--- config.mk ---
export PLATFORM = sky130hd
export DESIGN_NAME = cachepool_boot_ctrl
export DESIGN_NICKNAME = d
export VERILOG_FILES = /design/src/rtl/cachepool_pkg.sv /design/src/rtl/cachepool_boot_cnt.sv /design/src/rtl/cachepool_boot_ctrl.sv
export SDC_FILE = /design/constraint.sdc
export NUM_CORES = 1
export LEC_CHECK = 0
export BUFFER_PORTS_ARGS = -buffer_cell sky130_fd_sc_hd__buf_4
export CAP_MARGIN = 10
export CORE_UTILIZATION = 49
export DETAILED_ROUTE_END_ITERATION = 10
export PLACE_DENSITY_LB_ADDON = 0.15
export SYNTH_ARGS = -nofsm -noshare
export SYNTH_HDL_FRONTEND = slang
export SYNTH_SLANG_ARGS = --single-unit
--- constraint.sdc ---
create_clock -name clk_i -period 3.59 [get_ports clk_i]
set_clock_uncertainty 0.15 [all_clocks]
set_input_delay 0.1795 -clock clk_i [delete_from_list [all_inputs] [get_ports clk_i]]
set_output_delay 0.1795 -clock clk_i [all_outputs]
set_load 0.01 [all_outputs]
--- src/rtl/cachepool_pkg.sv ---
// Shared types and constants for the CachePool hardware boot sequencer.
package cachepool_pkg;

  typedef enum logic [2:0] {
    ST_IDLE,
    ST_SETTLE,
    ST_REQ,
    ST_RSP,
    ST_WAKE,
    ST_RUN,
    ST_DONE,
    ST_ERROR
  } boot_state_e;

  localparam logic [47:0] PeriStartAddr               = 48'h0000_1000_0000;
  localparam logic [47:0] CLUSTER_BOOT_CONTROL_OFFSET = 48'h0000_0000_0040;
  localparam logic [47:0] DefaultBootRegAddr          = PeriStartAddr + CLUSTER_BOOT_CONTROL_OFFSET;

  localparam int unsigned DefaultSettleCycles   = 1000;
  localparam int unsigned DefaultWatchdogCycles = 2 ** 20;

  // Width of a down-counter that must hold max_val; never narrower than 1 bit.
  function automatic int unsigned cnt_width(input int unsigned max_val);
    return (max_val > 0) ? $clog2(max_val + 1) : 1;
  endfunction

endpackage

--- src/rtl/cachepool_boot_cnt.sv ---
// Loadable down-counter with a zero flag; it holds at zero once reached.
module cachepool_boot_cnt #(
  parameter int unsigned Width = 8
) (
  input  logic             i_clk,
  input  logic             i_rst,
  input  logic             i_load,
  input  logic [Width-1:0] i_load_val,
  input  logic             i_en,
  output logic             o_zero
);

  logic [Width-1:0] r_count;

  // Load has priority over counting; the count saturates at zero.
  always_ff @(posedge i_clk) begin
    if (i_rst) begin
      r_count <= '0;
    end else if (i_load) begin
      r_count <= i_load_val;
    end else if (i_en && (r_count != '0)) begin
      r_count <= r_count - Width'(1);
    end
  end

  assign o_zero = (r_count == '0);

endmodule

--- src/rtl/cachepool_boot_ctrl.sv ---
// CachePool boot sequencer: settle, write entry point to the boot-control
// register over a reqrsp port, pulse debug_req, then wait for eoc.
// Optional eoc watchdog with timeout_o: define CACHEPOOL_BOOT_WATCHDOG_EN.
module cachepool_boot_ctrl
  import cachepool_pkg::*;
#(
  parameter int unsigned          AddrWidth       = 48,
  parameter int unsigned          DataWidth       = 32,
  parameter logic [AddrWidth-1:0] BootRegAddr     = AddrWidth'(DefaultBootRegAddr),
  parameter int unsigned          SettleCycles    = DefaultSettleCycles,
  parameter int unsigned          WakePulseCycles = 1,
  parameter int unsigned          WatchdogCycles  = DefaultWatchdogCycles
) (
  input  logic                   clk_i,
  input  logic                   rst_i,
  input  logic                   start_i,
  input  logic [DataWidth-1:0]   entry_point_i,
  output logic [AddrWidth-1:0]   req_addr_o,
  output logic [DataWidth-1:0]   req_data_o,
  output logic                   req_write_o,
  output logic [DataWidth/8-1:0] req_strb_o,
  output logic                   req_valid_o,
  input  logic                   req_ready_i,
  input  logic                   rsp_valid_i,
  input  logic                   rsp_error_i,
  output logic                   rsp_ready_o,
  output logic                   debug_req_o,
  input  logic                   eoc_i,
  output logic                   busy_o,
  output logic                   done_o,
`ifdef CACHEPOOL_BOOT_WATCHDOG_EN
  output logic                   timeout_o,
`endif
  output logic                   error_o
);

  // Counters are loaded with N-1 so that the zero flag marks the last cycle
  // of each N-cycle window and the state can leave on that same edge.
  localparam int unsigned SettleW = cnt_width(SettleCycles);
  localparam int unsigned WakeW   = cnt_width(WakePulseCycles);
  localparam logic [SettleW-1:0] SettleLoad =
    SettleW'((SettleCycles > 0) ? SettleCycles - 1 : 0);
  localparam logic [WakeW-1:0] WakeLoad =
    WakeW'((WakePulseCycles > 0) ? WakePulseCycles - 1 : 0);

  if (WakePulseCycles == 0 || WatchdogCycles == 0) begin : g_bad_param
    $error("WakePulseCycles and WatchdogCycles must be at least 1");
  end

  boot_state_e          r_state;
  boot_state_e          w_state_next;
  logic [DataWidth-1:0] r_entry;
  logic                 w_start_acc;
  logic                 w_settle_zero;
  logic                 w_wake_zero;
  logic                 w_wake_load;
  logic                 w_run_enter;
  logic                 w_wdog_expired;

  assign w_start_acc = start_i && (r_state inside {ST_IDLE, ST_DONE, ST_ERROR});
  assign w_wake_load = (r_state == ST_RSP) && rsp_valid_i && !rsp_error_i;
  assign w_run_enter = (r_state == ST_WAKE) && w_wake_zero;

  cachepool_boot_cnt #(.Width(SettleW)) u_settle_cnt (
    .i_clk      (clk_i),
    .i_rst      (rst_i),
    .i_load     (w_start_acc),
    .i_load_val (SettleLoad),
    .i_en       (r_state == ST_SETTLE),
    .o_zero     (w_settle_zero)
  );

  cachepool_boot_cnt #(.Width(WakeW)) u_wake_cnt (
    .i_clk      (clk_i),
    .i_rst      (rst_i),
    .i_load     (w_wake_load),
    .i_load_val (WakeLoad),
    .i_en       (r_state == ST_WAKE),
    .o_zero     (w_wake_zero)
  );

`ifdef CACHEPOOL_BOOT_WATCHDOG_EN
  localparam int unsigned WdogW = cnt_width(WatchdogCycles);
  localparam logic [WdogW-1:0] WdogLoad = WdogW'(WatchdogCycles - 1);

  logic r_timeout;

  cachepool_boot_cnt #(.Width(WdogW)) u_wdog_cnt (
    .i_clk      (clk_i),
    .i_rst      (rst_i),
    .i_load     (w_run_enter),
    .i_load_val (WdogLoad),
    .i_en       (r_state == ST_RUN),
    .o_zero     (w_wdog_expired)
  );

  // Timeout flag: set with the watchdog abort, cleared by a new accepted start.
  always_ff @(posedge clk_i) begin
    if (rst_i) begin
      r_timeout <= 1'b0;
    end else if (w_start_acc) begin
      r_timeout <= 1'b0;
    end else if ((r_state == ST_RUN) && !eoc_i && w_wdog_expired) begin
      r_timeout <= 1'b1;
    end
  end

  assign timeout_o = r_timeout;
`else
  assign w_wdog_expired = 1'b0;
`endif

  // State register and entry-point latch.
  always_ff @(posedge clk_i) begin
    if (rst_i) begin
      r_state <= ST_IDLE;
      r_entry <= '0;
    end else begin
      r_state <= w_state_next;
      if (w_start_acc) begin
        r_entry <= entry_point_i;
      end
    end
  end

  // Next-state logic; eoc takes priority over a same-cycle watchdog expiry.
  always_comb begin
    w_state_next = r_state;
    unique case (r_state)
      ST_IDLE, ST_DONE, ST_ERROR: begin
        if (start_i) begin
          w_state_next = (SettleCycles == 0) ? ST_REQ : ST_SETTLE;
        end
      end
      ST_SETTLE: if (w_settle_zero) w_state_next = ST_REQ;
      ST_REQ:    if (req_ready_i)   w_state_next = ST_RSP;
      ST_RSP: begin
        if (rsp_valid_i) begin
          w_state_next = rsp_error_i ? ST_ERROR : ST_WAKE;
        end
      end
      ST_WAKE: if (w_wake_zero) w_state_next = ST_RUN;
      ST_RUN: begin
        if (eoc_i) begin
          w_state_next = ST_DONE;
        end else if (w_wdog_expired) begin
          w_state_next = ST_ERROR;
        end
      end
      default: w_state_next = ST_IDLE;
    endcase
  end

  // Moore output decode; request fields are zero whenever valid is low.
  always_comb begin
    req_valid_o = 1'b0;
    req_addr_o  = '0;
    req_data_o  = '0;
    req_write_o = 1'b0;
    req_strb_o  = '0;
    rsp_ready_o = 1'b0;
    debug_req_o = 1'b0;
    busy_o      = 1'b0;
    done_o      = 1'b0;
    error_o     = 1'b0;
    unique case (r_state)
      ST_SETTLE: busy_o = 1'b1;
      ST_REQ: begin
        busy_o      = 1'b1;
        req_valid_o = 1'b1;
        req_addr_o  = BootRegAddr;
        req_data_o  = r_entry;
        req_write_o = 1'b1;
        req_strb_o  = '1;
      end
      ST_RSP: begin
        busy_o      = 1'b1;
        rsp_ready_o = 1'b1;
      end
      ST_WAKE: begin
        busy_o      = 1'b1;
        debug_req_o = 1'b1;
      end
      ST_RUN:   busy_o  = 1'b1;
      ST_DONE:  done_o  = 1'b1;
      ST_ERROR: error_o = 1'b1;
      default: ;
    endcase
  end

endmodule

==> impl_metrics.json <==
{
  "grt_pass1_vias": 1930,
  "grt_pass1_wl_um": 8780,
  "wire_per_inst_um": 11.6,
  "vias": 2413,
  "grt_max_degree": 47,
  "antenna_found_initial": 0,
  "die_h_um": 74.6,
  "critPathKind": "reg -> out",
  "synth_ff_type": "dfxtp_1",
  "htreeDepth": 2,
  "synth_area_um2": 2580,
  "post-cts-setup-buffer-count": 0,
  "die_area_um2": 5560,
  "power_uw": 1930,
  "globalRoute.totalOverflow": 0,
  "cts_root_buf": "clkbuf_8",
  "fmax_mhz": 464,
  "antenna_cells": 0,
  "start_util_pct": 50.9,
  "worst_slew_pin_slew_ns": 0.520,
  "ctsResizeCount": 0,
  "ys_types": 41,
  "io_buffers": 83,
  "gp_congestion": 0.793,
  "rsz0062_at_grt": "false",
  "drt-pass1-iter-count": 4,
  "area.growth.synth_to_final_pct": 32.9,
  "final_util_pct": 67.6,
  "dp_slack_ns": 1.45,
  "relSlewSlack_pct": 65.0,
  "ys_seq_area_share_pct": 35.7,
  "clkLatencyLatePin_ns": 0.30,
  "num_rows": 26,
  "async_flop_share_pct": 0,
  "synth-edff-count": 0,
  "status": "completed",
  "setup_viol": 0,
  "synth_cells": 335,
  "startpoint_type": "flip-flop",
  "synth_warnings": 0,
  "drc": 0,
  "nets": 475,
  "wirelength_um": 5860,
  "cts.path.max_buffers": 2,
  "worstPathMaxFanout": 40,
  "r2r_slack_ns": 1.43,
  "die_w_um": 74.6,
  "syn_avg_cell_area_um2": 7.71,
  "viasPerCell": 4.79,
  "cp.required_ns": 3.26,
  "fin_crit_ns": 2.16,
  "setup_slack_ns": 1.43,
  "final_hold_viol_count": 0,
  "end_kind": "primary output",
  "finalMaxSlewViolations": 0,
  "hold_buffers": 33,
  "irDropWorstVdd_mv": 0.374,
  "drv_cap": 0,
  "hold_class": "in -> reg",
  "grt_usage_pct": 20.5,
  "clk_pin_slew_ns": 0.08,
  "drtIter0Drc": 159,
  "finalCritPeriodShare_pct": 60.0,
  "numCtsBuffers": 5,
  "cts_tree": "done",
  "coreArea_um2": 5070,
  "ys_ff_latch": 46,
  "drive_gt1_share_pct": 22.6,
  "tns_ns": 0,
  "ios": 130,
  "p_leak_uw": 0.00155,
  "hpwlAfterDp_um": 3520,
  "p_per_area_nw_per_um2": 563,
  "ant_nets": 0,
  "cts.sink_count": 46,
  "critPathArrivalTime_ns": 1.83
}
## Yosys cell counts (2+ instances only)
master,count,area (µm²)
nand2_1,69,259
buf_4,53,398
dfxtp_1,46,921
a21oi_1,36,180
and2_1,34,213
clkbuf_1,14,52.6
nor3_1,7,35.0
a311oi_1,5,43.8
nor3b_1,5,37.5
o21ai_0,5,25.0
a31oi_1,4,25.0
buf_1,4,15.0
inv_1,4,15.0
nor2_1,4,15.0
or3_1,4,25.0
and3b_1,3,26.3
nand2b_1,3,18.8
nand3_1,3,15.0
or4_1,3,22.5
a211oi_1,2,15.0
and3_1,2,12.5
and4_1,2,17.5
ha_1,2,25.0
nand4_1,2,12.5
nor4_1,2,12.5
nor4b_1,2,17.5
## stage by stage
stage | area, µm² | hold slack (ns) | cells
CTS | 3430 | 0.114 | 504
finish | 3430 | 0.119 | 504
global placement | 3020 | 0.277 | 464
floorplan | 2750 | 0.165 | 380
global route | 3430 | 0.134 | 504
detailed placement | 3020 | 0.285 | 464
## layer usage
layer | share of wire [%] | global-route usage, % | vias up
li1 | - | - | 1225
met1 | 42 | 24.6 | 1087
met5 | 0 | 0 | -
met3 | 5.3 | 5.01 | 8
met4 | 1.2 | 6.29 | 0
met2 | 51 | 36.1 | 93
## where the power goes
group	total [µW]	internal [µW]	leakage, µW	switching [µW]
registers	759	639	0.000378	120
clock network	303	131	0.0000438	172
logic	870	372	0.00113	498
## cell families after synthesis
| group | share of synthesized area, % |
|---|---|
| buf+inv | 18.8 |
| compound gates | 13.7 |
| flops | 35.7 |
| fa+ha+maj | 0.969 |
| simple gates | 30.7 |
| other cells | 0.145 |
## worst max-delay path: stages (launching register included)
cell and delay (ns):
dfxtp_1 0.62, nor3b_2 0.25, buf_4 0.33, and2_1 0.20
buf_4 0.13
## state kept, by name, indices dropped and copies added (netlist names)
| signal | cells |
|---|---|
| r_entry | 32 |
| r_state | 3 |
| u_settle_cnt.r_count | 10 |
| u_wake_cnt.r_count | 1 |
## layout by cell type, fill, tap and decap left out, types with 3 or more instances in the layout
cell and n:
nand2b_1 3, inv_1 4, conb_1 46, nor3_1 7, and2_1 34, clkbuf_8 5, a31oi_1 4, o21ai_0 5
buf_4 86, dlygate4sd3_1 33, nand2_1 69, dfxtp_1 46, or3_1 4, a311oi_1 5, and3b_1 3, nor2_1 4
a21oi_1 36, or4_1 3, nand3_1 3, nor3b_1 4
## layout make-up
class	count	area, µm²
clock inverter	2	10.0
fill	437	1640
sequential	46	921
clock buffer	5	68.8
multi-input combinational	258	1350
tap	70	87.6
inverter	4	15.0
timing repair buffer	119	976
## worst paths after layout
check,startpoint,endpoint,cells past startpoint
setup / recovery,r_state[1],req_data_o[0],4
hold reg to reg,r_entry[22],r_entry[22],2
hold / removal,rsp_error_i,u_wake_cnt.r_count,3
setup reg to reg,r_state[0],u_settle_cnt.r_count[4],4
No activity file was read; power rests on OpenSTA's default activity.
